## src/rtl/alu_pkg.sv

```systemverilog
// Shared ALU definitions: opcode values, default widths and the queued result entry.
package alu_pkg;

    localparam int unsigned ALU_DATA_W = 8;
    localparam int unsigned ALU_OP_W   = 4;

    typedef enum logic [ALU_OP_W-1:0] {
        OP_ADD     = 4'd0,
        OP_SUB     = 4'd1,
        OP_AND     = 4'd2,
        OP_OR      = 4'd3,
        OP_XOR     = 4'd4,
        OP_NOT     = 4'd5,
        OP_SEL_SUM = 4'd6,
        OP_ADD_REV = 4'd7
    } alu_op_e;

    typedef struct packed {
        logic [ALU_DATA_W-1:0] result;
        logic                  zero;
        logic [ALU_OP_W-1:0]   opcode;
    } alu_entry_t;

endpackage

```

## src/rtl/alu_result_queue_if.sv

```systemverilog
// Producer/consumer handshake, flush control and status bundle of the ALU result queue.
interface alu_result_queue_if #(
    parameter int unsigned DATA_W = alu_pkg::ALU_DATA_W,
    parameter int unsigned OP_W   = alu_pkg::ALU_OP_W,
    parameter int unsigned DEPTH  = 4,
    parameter int unsigned CNT_W  = 16
) ();

    logic                       in_valid;
    logic                       in_ready;
    logic [DATA_W-1:0]          in_result;
    logic                       in_zero;
    logic [OP_W-1:0]            in_opcode;
    logic                       out_valid;
    logic                       out_ready;
    logic [DATA_W-1:0]          out_result;
    logic                       out_zero;
    logic [OP_W-1:0]            out_opcode;
    logic                       flush;
    logic [$clog2(DEPTH):0]     level;
    logic [CNT_W-1:0]           total_count;
    logic [CNT_W-1:0]           zero_count;
    logic                       err_zero_mismatch;

    modport master (
        output in_valid, in_result, in_zero, in_opcode, out_ready, flush,
        input  in_ready, out_valid, out_result, out_zero, out_opcode,
        input  level, total_count, zero_count, err_zero_mismatch
    );

    modport slave (
        input  in_valid, in_result, in_zero, in_opcode, out_ready, flush,
        output in_ready, out_valid, out_result, out_zero, out_opcode,
        output level, total_count, zero_count, err_zero_mismatch
    );

endinterface

```

## src/rtl/alu_rq_fifo.sv

```systemverilog
// Result storage: circular buffer with wrapping pointers and an explicit occupancy register.
module alu_rq_fifo #(
    parameter int unsigned DATA_W = 8,
    parameter int unsigned OP_W   = 4,
    parameter int unsigned DEPTH  = 4
) (
    input  logic                   clk,
    input  logic                   rst_n,
    input  logic                   push,
    input  logic                   pop,
    input  logic                   flush,
    input  logic [DATA_W-1:0]      wr_result,
    input  logic                   wr_zero,
    input  logic [OP_W-1:0]        wr_opcode,
    output logic [DATA_W-1:0]      head_result,
    output logic                   head_zero,
    output logic [OP_W-1:0]        head_opcode,
    output logic [$clog2(DEPTH):0] level,
    output logic                   full,
    output logic                   empty
);

    localparam int unsigned PTR_W = $clog2(DEPTH);
    localparam int unsigned LVL_W = PTR_W + 1;

    typedef struct packed {
        logic [DATA_W-1:0] result;
        logic              zero;
        logic [OP_W-1:0]   opcode;
    } entry_t;

    entry_t           mem [DEPTH];
    logic [PTR_W-1:0] wr_ptr;
    logic [PTR_W-1:0] rd_ptr;
    logic             do_push;
    logic             do_pop;

    assign full    = (level == LVL_W'(DEPTH));
    assign empty   = (level == '0);
    assign do_push = push && !full;
    assign do_pop  = pop && !empty;

    assign head_result = mem[rd_ptr].result;
    assign head_zero   = mem[rd_ptr].zero;
    assign head_opcode = mem[rd_ptr].opcode;

    // Storage is cleared on reset so the head outputs never show X, but kept on flush.
    always_ff @(posedge clk) begin
        if (!rst_n) begin
            mem    <= '{default: '0};
            wr_ptr <= '0;
            rd_ptr <= '0;
            level  <= '0;
        end else if (flush) begin
            wr_ptr <= '0;
            rd_ptr <= '0;
            level  <= '0;
        end else begin
            if (do_push) begin
                mem[wr_ptr] <= '{result: wr_result, zero: wr_zero, opcode: wr_opcode};
                wr_ptr      <= wr_ptr + PTR_W'(1);
            end
            if (do_pop) begin
                rd_ptr <= rd_ptr + PTR_W'(1);
            end
            case ({do_push, do_pop})
                2'b10:   level <= level + LVL_W'(1);
                2'b01:   level <= level - LVL_W'(1);
                default: level <= level;
            endcase
        end
    end

endmodule

```

## src/rtl/alu_result_queue.sv

```systemverilog
// ALU result queue: handshake wrapper around the FIFO with saturating statistics and zero-flag check.
module alu_result_queue
    import alu_pkg::*;
#(
    parameter int unsigned DATA_W = ALU_DATA_W,
    parameter int unsigned OP_W   = ALU_OP_W,
    parameter int unsigned DEPTH  = 4,
    parameter int unsigned CNT_W  = 16
) (
    input  logic             clk,
    input  logic             rst_n,
    alu_result_queue_if.slave q
);

    logic full;
    logic empty;
    logic push;
    logic pop;
    logic counted;

    // in_ready depends only on registered occupancy: no pass-through when full.
    assign q.in_ready  = !full;
    assign q.out_valid = !empty;
    assign push        = q.in_valid && !full;
    assign pop         = !empty && q.out_ready;
    assign counted     = push && !q.flush;

    alu_rq_fifo #(
        .DATA_W (DATA_W),
        .OP_W   (OP_W),
        .DEPTH  (DEPTH)
    ) u_fifo (
        .clk         (clk),
        .rst_n       (rst_n),
        .push        (push),
        .pop         (pop),
        .flush       (q.flush),
        .wr_result   (q.in_result),
        .wr_zero     (q.in_zero),
        .wr_opcode   (q.in_opcode),
        .head_result (q.out_result),
        .head_zero   (q.out_zero),
        .head_opcode (q.out_opcode),
        .level       (q.level),
        .full        (full),
        .empty       (empty)
    );

    always_ff @(posedge clk) begin
        if (!rst_n) begin
            q.total_count       <= '0;
            q.zero_count        <= '0;
            q.err_zero_mismatch <= 1'b0;
        end else if (counted) begin
            if (q.total_count != '1) begin
                q.total_count <= q.total_count + CNT_W'(1);
            end
            if (q.in_zero && (q.zero_count != '1)) begin
                q.zero_count <= q.zero_count + CNT_W'(1);
            end
            if (q.in_zero != (q.in_result == '0)) begin
                q.err_zero_mismatch <= 1'b1;
            end
        end
    end

endmodule

```

## src/flat_wrapper.sv

```systemverilog
// flat-port wrapper written by rule: the top's interface ports become plain ports
module alu_result_queue_flat import alu_pkg::*;
#(
    parameter int unsigned DATA_W = ALU_DATA_W,
    parameter int unsigned OP_W   = ALU_OP_W,
    parameter int unsigned DEPTH  = 4,
    parameter int unsigned CNT_W  = 16
)
  (clk, rst_n, q_in_valid, q_in_result, q_in_zero, q_in_opcode, q_out_ready, q_flush, q_in_ready, q_out_valid, q_out_result, q_out_zero, q_out_opcode, q_level, q_total_count, q_zero_count, q_err_zero_mismatch);
  alu_result_queue_if #(.DATA_W(DATA_W), .OP_W(OP_W), .DEPTH(DEPTH), .CNT_W(CNT_W)) q_i ();
  input  logic clk;
  input  logic rst_n;
  input wire logic [$bits(q_i.in_valid)-1:0] q_in_valid;
  input wire logic [$bits(q_i.in_result)-1:0] q_in_result;
  input wire logic [$bits(q_i.in_zero)-1:0] q_in_zero;
  input wire logic [$bits(q_i.in_opcode)-1:0] q_in_opcode;
  input wire logic [$bits(q_i.out_ready)-1:0] q_out_ready;
  input wire logic [$bits(q_i.flush)-1:0] q_flush;
  output wire logic [$bits(q_i.in_ready)-1:0] q_in_ready;
  output wire logic [$bits(q_i.out_valid)-1:0] q_out_valid;
  output wire logic [$bits(q_i.out_result)-1:0] q_out_result;
  output wire logic [$bits(q_i.out_zero)-1:0] q_out_zero;
  output wire logic [$bits(q_i.out_opcode)-1:0] q_out_opcode;
  output wire logic [$bits(q_i.level)-1:0] q_level;
  output wire logic [$bits(q_i.total_count)-1:0] q_total_count;
  output wire logic [$bits(q_i.zero_count)-1:0] q_zero_count;
  output wire logic [$bits(q_i.err_zero_mismatch)-1:0] q_err_zero_mismatch;
  assign q_i.in_valid = q_in_valid;
  assign q_i.in_result = q_in_result;
  assign q_i.in_zero = q_in_zero;
  assign q_i.in_opcode = q_in_opcode;
  assign q_i.out_ready = q_out_ready;
  assign q_i.flush = q_flush;
  assign q_in_ready = q_i.in_ready;
  assign q_out_valid = q_i.out_valid;
  assign q_out_result = q_i.out_result;
  assign q_out_zero = q_i.out_zero;
  assign q_out_opcode = q_i.out_opcode;
  assign q_level = q_i.level;
  assign q_total_count = q_i.total_count;
  assign q_zero_count = q_i.zero_count;
  assign q_err_zero_mismatch = q_i.err_zero_mismatch;
  alu_result_queue #(.DATA_W(DATA_W), .OP_W(OP_W), .DEPTH(DEPTH), .CNT_W(CNT_W)) u_core (.clk(clk), .rst_n(rst_n), .q(q_i));
endmodule
```

## config.mk

```make
export PLATFORM = sky130hd
export DESIGN_NAME = alu_result_queue_flat
export DESIGN_NICKNAME = d
export VERILOG_FILES = /design/src/rtl/alu_pkg.sv /design/src/rtl/alu_result_queue_if.sv /design/src/rtl/alu_rq_fifo.sv /design/src/rtl/alu_result_queue.sv /design/src/flat_wrapper.sv
export SDC_FILE = /design/constraint.sdc
export NUM_CORES = 1
export LEC_CHECK = 0
export ABC_AREA = 1
export CAP_MARGIN = 20
export CORE_MARGIN = 8
export CORE_UTILIZATION = 55
export CTS_BUF_LIST = sky130_fd_sc_hd__clkbuf_4
export CTS_CLUSTER_SIZE = 10
export DETAILED_ROUTE_END_ITERATION = 10
export PLACE_DENSITY = 0.82
export REMOVE_ABC_BUFFERS = 1
export SETUP_SLACK_MARGIN = 0.5
export SLEW_MARGIN = 10
export SYNTH_ARGS = -nofsm -noshare
export SYNTH_HDL_FRONTEND = slang
export SYNTH_SLANG_ARGS = --single-unit
```

## constraint.sdc

```tcl
create_clock -name clk -period 1.95 [get_ports clk]
set_input_delay 0.195 -clock clk [delete_from_list [all_inputs] [get_ports clk]]
set_output_delay 0.195 -clock clk [all_outputs]
set_load 0.02 [all_outputs]
```

==> results.md <==
* Overall die width at ~110 um
* Final antenna diode count at 0
* Clock latency on the worst-skew pair at around 0.46 ns
* Setup-failing EPs final at 0
* Combinational share of power at a little under a fifth
* Mean Syn Cell Area at a little under 7 um^2
* Level count of the clock H-tree at 3
* Total clock buffers created by CTS at 9
* Global-route usage over all layers at between 20% and 30%
* Number of iterations in the first detailed-routing pass at 7
* Number of placed I/O pins at slightly below 70
* Worst Setup Path Type: reg -> reg
* PnR Total Power at between 3000 and 4000 uW
* Sw frac at between 30% and 40%
* Portion of the post-synthesis area used by sequential elements at between 30% and 40%
* Number of failing hold endpoints at the final stage at 0
* Worst path max stage delay at 0.41 ns
* Maximum net fanout on the critical path at 3
* Detailed-route via count at around 6000
* DRT iter0 DRCs at about 800
* CTS tree: done
* Clock transition at path regs at approximately 0.17 ns
* Asr flop ratio synth at 0%
* Number of buffers between clock root and the deepest sink at 2
* Net Switching at ~1200 uW
* Proportion of layout cells with a drive suffix above 1 at between 30% and 40%
* Post-DP HPWL at ~8400 um
* Die height at 108 um
* Area leader, netlist: sky130_fd_sc_hd__dfxtp_1
* Number of synthesized flops with an enable pin at 0
* Post-route setup slack at 0.0997 ns
* Root Driver: sky130_fd_sc_hd__clkbuf_4
* Part of the total power dissipated in sequential elements at about 52%
* Gate count of the mapped netlist at around 700
* Critical path buffer and inverter count at 2
* Critical path required time at 2.29 ns
* Final Slew Violations at 0
* Effective utilization at floorplan at 56.6%
* Number of distinct library cells after synthesis at 30
* Routed wire length per instance at between 20 and 25 um
* Setup_tns at 0 ns
* Final net count at around 840
* Antenna violations before repair at 0
* Syn Std Cell Area at about 4600 um^2
* Most Used Layer, Global Route: met2
* Final ANT Viol Nets at 0
* Startpoint Class: flip-flop
* First-pass GRT wire length at about 23000 um
* Remaining global-route overflow at 0
* Hold WC Path Type: in -> reg
* Primary FF master, synth: sky130_fd_sc_hd__dfxtp_1
* FILL cells at slightly above 400
* Number of maximum-capacitance violations at 0
* Ordered list of cells on the worst path: inv_2 -> nand3_4 -> and2_4 -> ha_4 -> inv_4 -> fa_2 -> a21oi_2 -> o21ai_2 -> o21ai_1 -> a21oi_1
* Synthesis warning total at 0
* Status: complete, no violations
* Multi-input combinational cell area at 3200 um^2
* Non-filler cells in the finished layout at approximately 900
* Pin count of the biggest net entering global routing at 34
* Count of standard-cell rows at 33
* Slew at the pin with the worst max-slew slack at 0.489 ns
* Arrival time at the worst endpoint at about 2.2 ns
* Period Utilization, post-route at 94.9%
* GRT met3 Usage at 5.39%
* Final critical delay including setup and external delays at 1.85 ns
* Vias in the first global route at 4914
* Port Buffers at just under 70
* Layout overhead on the synthesized area at 50.1%
* Power share of the clock group at a little under 30%
* Relative slew slack at between 60% and 70%
* Die Outline Area at ~12000 um^2
* Placed insts at 841
* Global-route met1 utilization at approximately 29%
* Area share of the largest cell type after synthesis at about 40%
* Total detailed-routing wirelength at 19800 um
* Crit path max-delay cell type: sky130_fd_sc_hd__dfxtp_2
* Kind of end point of the critical path: flip-flop
* RD Place Congestion at 0.848
* Max frequency at ~0.54 GHz
* Synth area leaders: sky130_fd_sc_hd__dfxtp_1 40%, sky130_fd_sc_hd__nand2_1 13%, sky130_fd_sc_hd__nor2_1 10%, sky130_fd_sc_hd__nand3_1 7.7%, sky130_fd_sc_hd__a21oi_1 7.5%
* CORE AREA at roughly 8200 um^2
* Met2 routing resource usage after global routing at approximately two fifths
* Internal at roughly 2600 uW
* Dominant cell by count in the synthesized netlist: sky130_fd_sc_hd__nand2_1
* Post-layout util at a little over four fifths
* Pwr dens at between 500 and 600 nW/um^2
* Setup repair after global routing missed its margin: yes
* Worst voltage drop across the vdd grid at 0.395 mV
* Pleak at about 0.0028 uW
* Post-Place Worst Slack at -0.0990 ns
* Number of synthesized register bits at 92
* Drt via density at ~6.5
* Post-route clock skew at about 0.02 ns
* Post-CTS Hold Buffers at 0
* Sink Count at 92
* Commonest cells post-synth: 157 x sky130_fd_sc_hd__nand2_1, 125 x sky130_fd_sc_hd__nor2_1, 92 x sky130_fd_sc_hd__dfxtp_1, 71 x sky130_fd_sc_hd__nand3_1, 69 x sky130_fd_sc_hd__a21oi_1
* Largest delay share family, worst path: adder cells
* Reg area at between 1500 and 2000 um^2
* DRC violation count after routing at 0
[cell usage in the layout, fill, tap and decap left out, types with 16 or more instances in the layout]
cell                                n
sky130_fd_sc_hd__nand2_2           23
sky130_fd_sc_hd__nor2_1           102
sky130_fd_sc_hd__a21oi_2           20
sky130_fd_sc_hd__buf_4             51
sky130_fd_sc_hd__dfxtp_2           19
sky130_fd_sc_hd__nand2_1          127
sky130_fd_sc_hd__inv_1             29
sky130_fd_sc_hd__nand3_1           65
sky130_fd_sc_hd__dlygate4sd2_1     22
sky130_fd_sc_hd__clkdlybuf4s50_1   17
sky130_fd_sc_hd__a21oi_1           49
sky130_fd_sc_hd__buf_6             17
sky130_fd_sc_hd__dfxtp_1           68
sky130_fd_sc_hd__nor2_2            16
[power groups by stage]
| stage | clock, uW | sequential (uW) | combinational (uW) |
|---|---|---|---|
| 3_5_place_dp | 0 | 2010 | 494 |
| 4_1_cts | 1080 | 1960 | 526 |
| 5_1_grt | 1190 | 1980 | 755 |
| 3_3_place_gp | 0 | 2000 | 480 |
| 2_1_floorplan | 0 | 2030 | 226 |
| 6_report | 1120 | 1970 | 723 |
[timing repair]
action                                  in CTS  in global routing
cloned                                       7                 10
endpoints found under the setup margin     127                126
buffers inserted                            18                 27
pin swaps                                   11                 33
gates resized for setup                    187                202
[cell type report]
type	count	share of cell area, %
sequential	92	27.1
timing repair buffer	138	20.1
clock inverter	6	0.919
inverter	41	2.77
multi-input combinational	526	46.0
timing repair inverter	1	0.108
clock buffer	10	1.08
tap	105	1.89
[per-layer routing]
layer / part of all wire (%) / routed length [um]
met1: 35 / 6870
met2: 47 / 9240
met3: 12 / 2300
met4: 6.9 / 1370
met5: 0 / 0
[path summary, 6_finish.rpt]
check | slack (ns) | endpoint | startpoint | cells past startpoint
worst max-delay path | 0.1 | u_core.u_fifo.level[2] | u_core.u_fifo.level[2] | 10
worst min-delay path | 0.39 | u_core.u_fifo.mem[1] | q_in_opcode[1] | 3
worst max register to register | 0.1 | u_core.u_fifo.level[2] | u_core.u_fifo.level[2] | 10
worst min register to register | 0.48 | u_core.u_fifo.mem[1] | u_core.u_fifo.mem[1] | 2
[kinds of logic (layout without fill, tap and decap cells)]
logic type	after synthesis	after routing	synth area share, %
and+or+nand+nor	379	389	35.5
AOI/OAI and AO/OA	120	120	13.4
DFF	92	92	39.8
buffers and inverters	76	196	7.27
xor gates and xnor gates	9	9	1.70
adders and majority gates	8	8	2.32
[sequential cells by signal, summed over array words and instances (netlist names)]
signal and count:
u_core.u_fifo.mem 52, u_core.q.total_count 16, u_core.q.zero_count 16, u_core.u_fifo.level 3, u_core.u_fifo.rd_ptr 2, u_core.u_fifo.wr_ptr 2
u_core.q.err_zero_mismatch 1
[worst min-delay path: cells and delay by family]
family | cells | cell delay [ns]
buf+inv | 1 | 0.47
compound gates | 1 | 0.05
simple gates | 1 | 0.11
[per-stage QoR]
stage	area, um^2	hold slack (ns)
2_1_floorplan	4450	0.313
5_1_grt	6950	0.376
6_report	6950	0.392
4_1_cts	5910	0.394
3_3_place_gp	5410	0.445
3_5_place_dp	5410	0.449
Note: power is estimated with default switching activity, not from simulation.
